**src/rtl/microwave_pkg.sv**
```systemverilog
// ============================================================================
// Module : microwave_pkg
// Brief  : Shared types and States bit indices for the cook-time countdown.
// Rev    : 1.0  initial release
// ============================================================================
`default_nettype none

package microwave_pkg;

    typedef enum logic [2:0] {
        IDLE  = 3'd0,
        ENTRY = 3'd1,
        RUN   = 3'd2,
        PAUSE = 3'd3,
        DONE  = 3'd4
    } timer_state_t;

    localparam int ST_START = 3;
    localparam int ST_CLOSE = 2;
    localparam int ST_HEAT  = 1;
    localparam int ST_ERROR = 0;

    typedef struct packed {
        logic [3:0] m1;
        logic [3:0] m0;
        logic [3:0] s1;
        logic [3:0] s0;
    } bcd_time_t;

endpackage

`default_nettype wire

```
**src/rtl/mw_tick_prescaler.sv**
```systemverilog
// ============================================================================
// Module : mw_tick_prescaler
// Brief  : Divides clk down to a one-cycle sec_tick; count is held while en=0.
// Rev    : 1.0  initial release
// ============================================================================
`default_nettype none

module mw_tick_prescaler #(
    parameter int TICKS_PER_SEC = 10
) (
    input  logic clk,
    input  logic sys_reset,
    input  logic clr,
    input  logic en,
    output logic sec_tick
);

    localparam int CW = (TICKS_PER_SEC > 2) ? $clog2(TICKS_PER_SEC) : 1;
    localparam logic [CW-1:0] C_TERM = CW'(TICKS_PER_SEC - 1);

    logic [CW-1:0] count_q;
    logic [CW-1:0] count_d;

    assign sec_tick = en && (count_q == C_TERM);

    always_comb begin
        count_d = count_q;
        if (clr) begin
            count_d = '0;
        end else if (en) begin
            count_d = sec_tick ? '0 : count_q + 1'b1;
        end
    end

    always_ff @(posedge clk) begin
        if (sys_reset) begin
            count_q <= '0;
        end else begin
            count_q <= count_d;
        end
    end

endmodule

`default_nettype wire

```
**src/rtl/microwave_timer.sv**
```systemverilog
// ============================================================================
// Module : microwave_timer
// Brief  : BCD mm:ss keypad entry and per-second countdown gated by Heat.
// Rev    : 1.0  initial release
// ============================================================================
`default_nettype none

module microwave_timer
    import microwave_pkg::*;
#(
    parameter int TICKS_PER_SEC = 10,
    parameter int MAX_MIN_TENS  = 9
) (
    input  logic        clk,
    input  logic        sys_reset,
    input  logic [3:0]  States,
    input  logic        key_valid,
    input  logic [3:0]  key_digit,
    input  logic        clear,
    output logic        done,
    output logic [15:0] time_bcd,
    output logic        running,
    output logic [2:0]  timer_state
);

    localparam bcd_time_t C_ONE_SEC = '{m1: 4'd0, m0: 4'd0, s1: 4'd0, s0: 4'd1};

    timer_state_t state_q, state_d;
    bcd_time_t    time_q, time_d;
    logic         presc_clr;
    logic         presc_en;
    logic         w_sec_tick;
    logic         w_heat;
    logic         w_error;
    logic         unused_states;

    assign w_heat        = States[ST_HEAT];
    assign w_error       = States[ST_ERROR];
    assign unused_states = &{1'b0, States[ST_START], States[ST_CLOSE]};

    // Seconds borrow into minutes reloads 59, even when s1 was entered as 6-9.
    function automatic bcd_time_t bcd_dec(input bcd_time_t t);
        bcd_time_t r;
        r = t;
        if (t.s0 != 4'd0) begin
            r.s0 = t.s0 - 4'd1;
        end else if (t.s1 != 4'd0) begin
            r.s1 = t.s1 - 4'd1;
            r.s0 = 4'd9;
        end else if ({t.m1, t.m0} != 8'd0) begin
            r.s1 = 4'd5;
            r.s0 = 4'd9;
            if (t.m0 != 4'd0) begin
                r.m0 = t.m0 - 4'd1;
            end else begin
                r.m0 = 4'd9;
                r.m1 = t.m1 - 4'd1;
            end
        end
        return r;
    endfunction

    function automatic bcd_time_t bcd_shift(input bcd_time_t t, input logic [3:0] d);
        bcd_time_t r;
        r.m1 = (t.m0 > 4'(MAX_MIN_TENS)) ? 4'(MAX_MIN_TENS) : t.m0;
        r.m0 = t.s1;
        r.s1 = t.s0;
        r.s0 = d;
        return r;
    endfunction

    mw_tick_prescaler #(
        .TICKS_PER_SEC (TICKS_PER_SEC)
    ) u_prescaler (
        .clk       (clk),
        .sys_reset (sys_reset),
        .clr       (presc_clr),
        .en        (presc_en),
        .sec_tick  (w_sec_tick)
    );

    always_comb begin
        state_d   = state_q;
        time_d    = time_q;
        presc_clr = 1'b0;
        presc_en  = 1'b0;
        case (state_q)
            IDLE, ENTRY: begin
                if (clear) begin
                    state_d = IDLE;
                    time_d  = '0;
                end else if (w_heat) begin
                    if (time_q != '0) begin
                        state_d   = RUN;
                        presc_clr = 1'b1;
                    end else begin
                        state_d = DONE;
                    end
                end else if (key_valid && (key_digit <= 4'd9)) begin
                    time_d  = bcd_shift(time_q, key_digit);
                    state_d = ENTRY;
                end
            end
            RUN: begin
                // Prescaler is left untouched on the pausing cycle so resume continues the second.
                if (!w_heat || w_error) begin
                    state_d = PAUSE;
                end else begin
                    presc_en = 1'b1;
                    if (w_sec_tick) begin
                        time_d = bcd_dec(time_q);
                        if (time_q == C_ONE_SEC) begin
                            state_d = DONE;
                        end
                    end
                end
            end
            PAUSE: begin
                if (clear) begin
                    state_d = IDLE;
                    time_d  = '0;
                end else if (w_heat && !w_error) begin
                    state_d = RUN;
                end
            end
            DONE: begin
                time_d = '0;
                if (clear || !w_heat) begin
                    state_d = IDLE;
                end
            end
            default: begin
                state_d = IDLE;
                time_d  = '0;
            end
        endcase
    end

    always_ff @(posedge clk) begin
        if (sys_reset) begin
            state_q <= IDLE;
            time_q  <= '0;
        end else begin
            state_q <= state_d;
            time_q  <= time_d;
        end
    end

    assign done        = (state_q == DONE);
    assign running     = (state_q == RUN);
    assign time_bcd    = time_q;
    assign timer_state = state_q;

endmodule

`default_nettype wire

```
**config.mk**
```make
export PLATFORM = sky130hd
export DESIGN_NAME = microwave_timer
export DESIGN_NICKNAME = d
export VERILOG_FILES = /design/src/rtl/microwave_pkg.sv /design/src/rtl/mw_tick_prescaler.sv /design/src/rtl/microwave_timer.sv
export SDC_FILE = /design/constraint.sdc
export NUM_CORES = 1
export LEC_CHECK = 0
export CORE_UTILIZATION = 35
export CTS_CLUSTER_SIZE = 14
export DETAILED_ROUTE_END_ITERATION = 8
export SLEW_MARGIN = 20
export SYNTH_ARGS = -nofsm -noshare
export SYNTH_HDL_FRONTEND = slang
export SYNTH_SLANG_ARGS = --single-unit
```
**constraint.sdc**
```tcl
create_clock -name clk -period 2.15 [get_ports clk]
set_input_delay 0.215 -clock clk [delete_from_list [all_inputs] [get_ports clk]]
set_output_delay 0.215 -clock clk [all_outputs]
set_load 0.01 [all_outputs]
```
==> impl.org, run 1 <==
** Outcome
- The run finished, with violations left.
- Failing checks :: DRC

** Power and ir drop
- Portion of total power attributed to sequential cells :: 0.206
- In this run the power density over the cells is 1330 nW/um2.
- Of the total power, combinational logic draws 0.706.
- Max VDD drop :: 0.000409 V
- Internal power comes to between 1.5 and 2 mW.
- Leakage component of the power :: a little over 0.9 nW
- Net switching fraction of the power :: 0.418
- Net switching power :: ~1.3 mW
- Proportion of power drawn by the clock network :: 0.088
- Total power for the finished layout comes to about 3.2 mW.

** Final layout
- After filler insertion, the fill cell instance count of the layout stands at between 400 and 500.
- Total Nets Final :: approximately 290
- For this run, the share of the core covered by cells in the final layout is 0.534.
- Area of combinational cells with multiple inputs :: 1150 um2
- Register area :: between 400 and 500 um2
- Design area :: approximately 2400 um2
- Antenna cells :: 0
- Fraction of layout instances using a drive strength above 1 :: 0.249
- Area growth from synthesis to final layout :: 42.2%

** Place
- At the end of routability-driven placement, the weighted congestion stood at around 0.77.
- Placement-stage worst setup slack :: between 0.003 and 0.004 ns
- Buffers placed on the I/O ports in this run total 30.
- Total placed instance area :: roughly 2300 um2
- Final HPWL DP :: approximately 3500 um

** Timing
- Setup repair after global routing missed its margin :: yes
- Shortest period the worst path allows :: between 2 and 2.5 ns
- Count of endpoints failing hold in the final timing report :: 0
- Final worst path period share :: 0.974
- Once routing completed, OpenROAD measured the worst setup slack at around 0.057 ns.
- Headroom to the max-slew limit came out at 0.730.
- Max-slew violation count :: 0
- Maximum frequency from static timing analysis :: roughly 480 MHz
- At the pin with the least slew margin, the transition time is 0.406 ns.
- Setup Viol. Count Final :: 0
- For the final database, setup skew stands at a little over 0.008 ns.

** Die
- Starting Density :: 0.375
- The floorplan has 24 rows.
- For this design the top-level I/O count stands at 33.
- Chip width :: slightly above 70 um
- Area enclosed by the die boundary :: approximately 5000 um2
- After floorplanning, the core was sized to cover between 4000 and 5000 um2.
- Measured along the y axis, the die boundary spans about 71 um.

** Yosys
- Number of instances in the synthesized netlist :: between 150 and 200
- Netlist cell types :: between 50 and 60
- Yosys top cell by area :: sky130_fd_sc_hd__dfxtp_1
- By count the netlist is led by sky130_fd_sc_hd__dfxtp_1, sky130_fd_sc_hd__a21oi_1, sky130_fd_sc_hd__nor2_1, sky130_fd_sc_hd__inv_1, sky130_fd_sc_hd__nor3_1.
- Share of flip-flops with an asynchronous set or reset after synthesis :: 0
- In this run the mean area of a mapped cell was 8.44 um2.
- Share of the yosys chip area belonging to registers :: 0.274
- Synth top area share :: 0.274
- In this run, synthesis produced a sequential element count of 23.
- Post-synth net total :: 220
- In this run the cell area of the synthesized design comes to roughly 1700 um2.
- Cell types with the largest area share after synthesis :: sky130_fd_sc_hd__dfxtp_1, sky130_fd_sc_hd__ha_1, sky130_fd_sc_hd__a21oi_1, sky130_fd_sc_hd__a211oi_1, sky130_fd_sc_hd__nor2_1
- Yosys mapped a number of flops with a built-in enable equal to 0.
- Library cell with the highest instance count after synthesis :: sky130_fd_sc_hd__dfxtp_1
- For this run, the leading register cell type out of synthesis is sky130_fd_sc_hd__dfxtp_1.
- Yosys warns :: 0

** Clocking
- For this design, the sink count on the clock tree is 23.
- TritonCTS built the clock tree.
- Count of hold buffers inserted by post-cts repair :: 0
- The root buffer cell chosen for the clock tree is sky130_fd_sc_hd__clkbuf_8.
- Buffer depth of the longest clock path :: 2
- H-Tree Depth :: 1
- Worst-Skew Late Latency :: 0.27 ns
- Number of CTS-inserted buffers :: 3
- After clock tree synthesis, the clock-pin slew on the worst setup and hold paths is 0.09 ns.

** Global route
- GRT overflow :: 0
- Overall Global Routing Usage :: 0.185
- Antenna violations before repair :: 0
- First-pass GRT wire length :: between 7000 and 8000 um
- Maximum number of pins on one net before global-route repair :: 16
- The via count of the first global-routing pass came to between 1500 and 2000.

** Worst setup path
- The worst register-to-register path begins at time_bcd[1].
- Length in cells of the worst reg-to-reg path :: 8
- Required time of the critical path :: 2.31 ns
- For the worst setup path, the data arrival time is around 2.3 ns.
- The worst setup path is captured at a flop.
- Capture point of the worst reg-to-reg path :: time_bcd[14]
- Kind of start point of the critical path :: flop
- The worst setup path is of the flop to flop kind.
- In this run the register-to-register setup slack is approximately 0.057 ns.
- Along the worst path, the maximum fanout reaches 6.

** Detailed routing
- Total Routed Length :: approximately 4500 um
- The detailed router placed roughly 1700 vias in this run.
- Routed wire per std cell :: between 10 and 15 um
- Remaining design rule violation count :: 5
- After detailed routing, the number of vias per cell comes to ~5.5.
- Residual antenna-violating net count after detailed routing :: 0
- Initial drt markers :: 63
- Before antenna repair, the detailed router went through 9 iterations.

** Worst hold path
- Type of the tightest min-delay check :: flop to flop
- Sink of the worst hold path :: u_prescaler.count_q[3]
- Along the worst hold path, the cell count comes to 2.
- Hold wc startpoint :: u_prescaler.count_q[3]

** Flow run
- Across the run, the number of max-cap violations was 0.
-- cells in the final DEF (no fill, tap or decap), drive strengths merged, types with 2 or more instances in the layout --
cell type and instances:
buf 41, clkdlybuf4s50 30, dfxtp 23, a21oi 17, nor2 17, nor3 13
inv 12, a211oi 10, ha 9, nand2 7, o21ai 7, nand3 5
xor2 5, o31ai 5, or3b 5, nor3b 4, or3 4, o32ai 4
a22oi 4, a31oi 4, clkbuf 4, a311oi 3, nor4 3, nor2b 2
a32oi 2, a221oi 2, nand4 2, mux2i 2, xnor2 2
-- metrics by stage --
step	hold slack, ns	TNS [ns]	std cells
final	0.549	0	317
after global routing	0.590	-0.124	317
after CTS	0.551	0	312
after floorplan	0.397	0	199
after global placement	0.516	0	308
after detailed placement	0.532	0	308
-- per-layer routing --
metal	vias to the layer above	track usage	wire length, um	share of wire
met5	-	0	0	0
met4	0	0.0511	24	0.0054
met3	2	0.0366	111	0.025
met2	23	0.326	2210	0.49
met1	817	0.230	2120	0.48
li1	897	-	-	-
-- critical path, cell delays in order, from the launching register on --
cell	delay [ns]
sky130_fd_sc_hd__dfxtp_2	0.33
sky130_fd_sc_hd__inv_2	0.07
sky130_fd_sc_hd__ha_4	0.13
sky130_fd_sc_hd__or3b_4	0.41
sky130_fd_sc_hd__o31a_4	0.38
sky130_fd_sc_hd__nor4_4	0.25
sky130_fd_sc_hd__buf_4	0.18
sky130_fd_sc_hd__mux2i_1	0.19
sky130_fd_sc_hd__nor2_1	0.06
-- timing repair --
item | 4_1_cts | 5_1_grt
endpoints found under the setup margin | 0 | 18
gates resized for setup | 0 | 11
setup buffers | 0 | 5
-- kinds of logic (layout without fill, tap and decap cells) --
family / count (synthesis) / after routing / synth area share
buf+inv: 21 / 87 / 0.0581
simple gates: 68 / 68 / 0.247
fa+ha+maj: 9 / 9 / 0.0671
compound gates: 69 / 69 / 0.306
flops: 23 / 23 / 0.274
mux: 2 / 2 / 0.0119
xor+xnor: 7 / 7 / 0.0365
-- area by class of cell --
| class | count | share of cell area |
|---|---|---|
| sequential | 23 | 0.194 |
| multi-input combinational | 155 | 0.481 |
| clock buffer | 4 | 0.0189 |
| inverter | 12 | 0.0189 |
| timing repair buffer | 71 | 0.260 |
| tap | 52 | 0.0273 |
-- state kept, by name (all words and copies together) (netlist names) --
signal	cells
timer_state	3
time_bcd	16
u_prescaler.count_q	4
-- power groups by stage --
stage	registers, mW	clock network (mW)	logic, mW
floorplan	0.753	0	1.14
global placement	0.656	0	2.06
detailed placement	0.658	0	2.08
CTS	0.647	0.291	2.08
global route	0.673	0.303	2.45
finish	0.653	0.279	2.24
-- worst max path at each step --
stage | from | end | cells after the start
global route | time_bcd[1] | time_bcd[14] | 8
global placement | States[0] | time_bcd[0] | 6
finish | time_bcd[1] | time_bcd[14] | 8
floorplan | time_bcd[0] | time_bcd[5] | 8
detailed placement | States[0] | time_bcd[0] | 6
CTS | time_bcd[0] | time_bcd[12] | 7
Note: power is estimated with default switching activity, not from simulation.
==> run 2, diff against run 1 <==
Settings changed: ABC_CLOCK_PERIOD_IN_PS set to 2150.
==> results of run 2 <==
Final layout, timing and power as in run 1 (identical DEF).
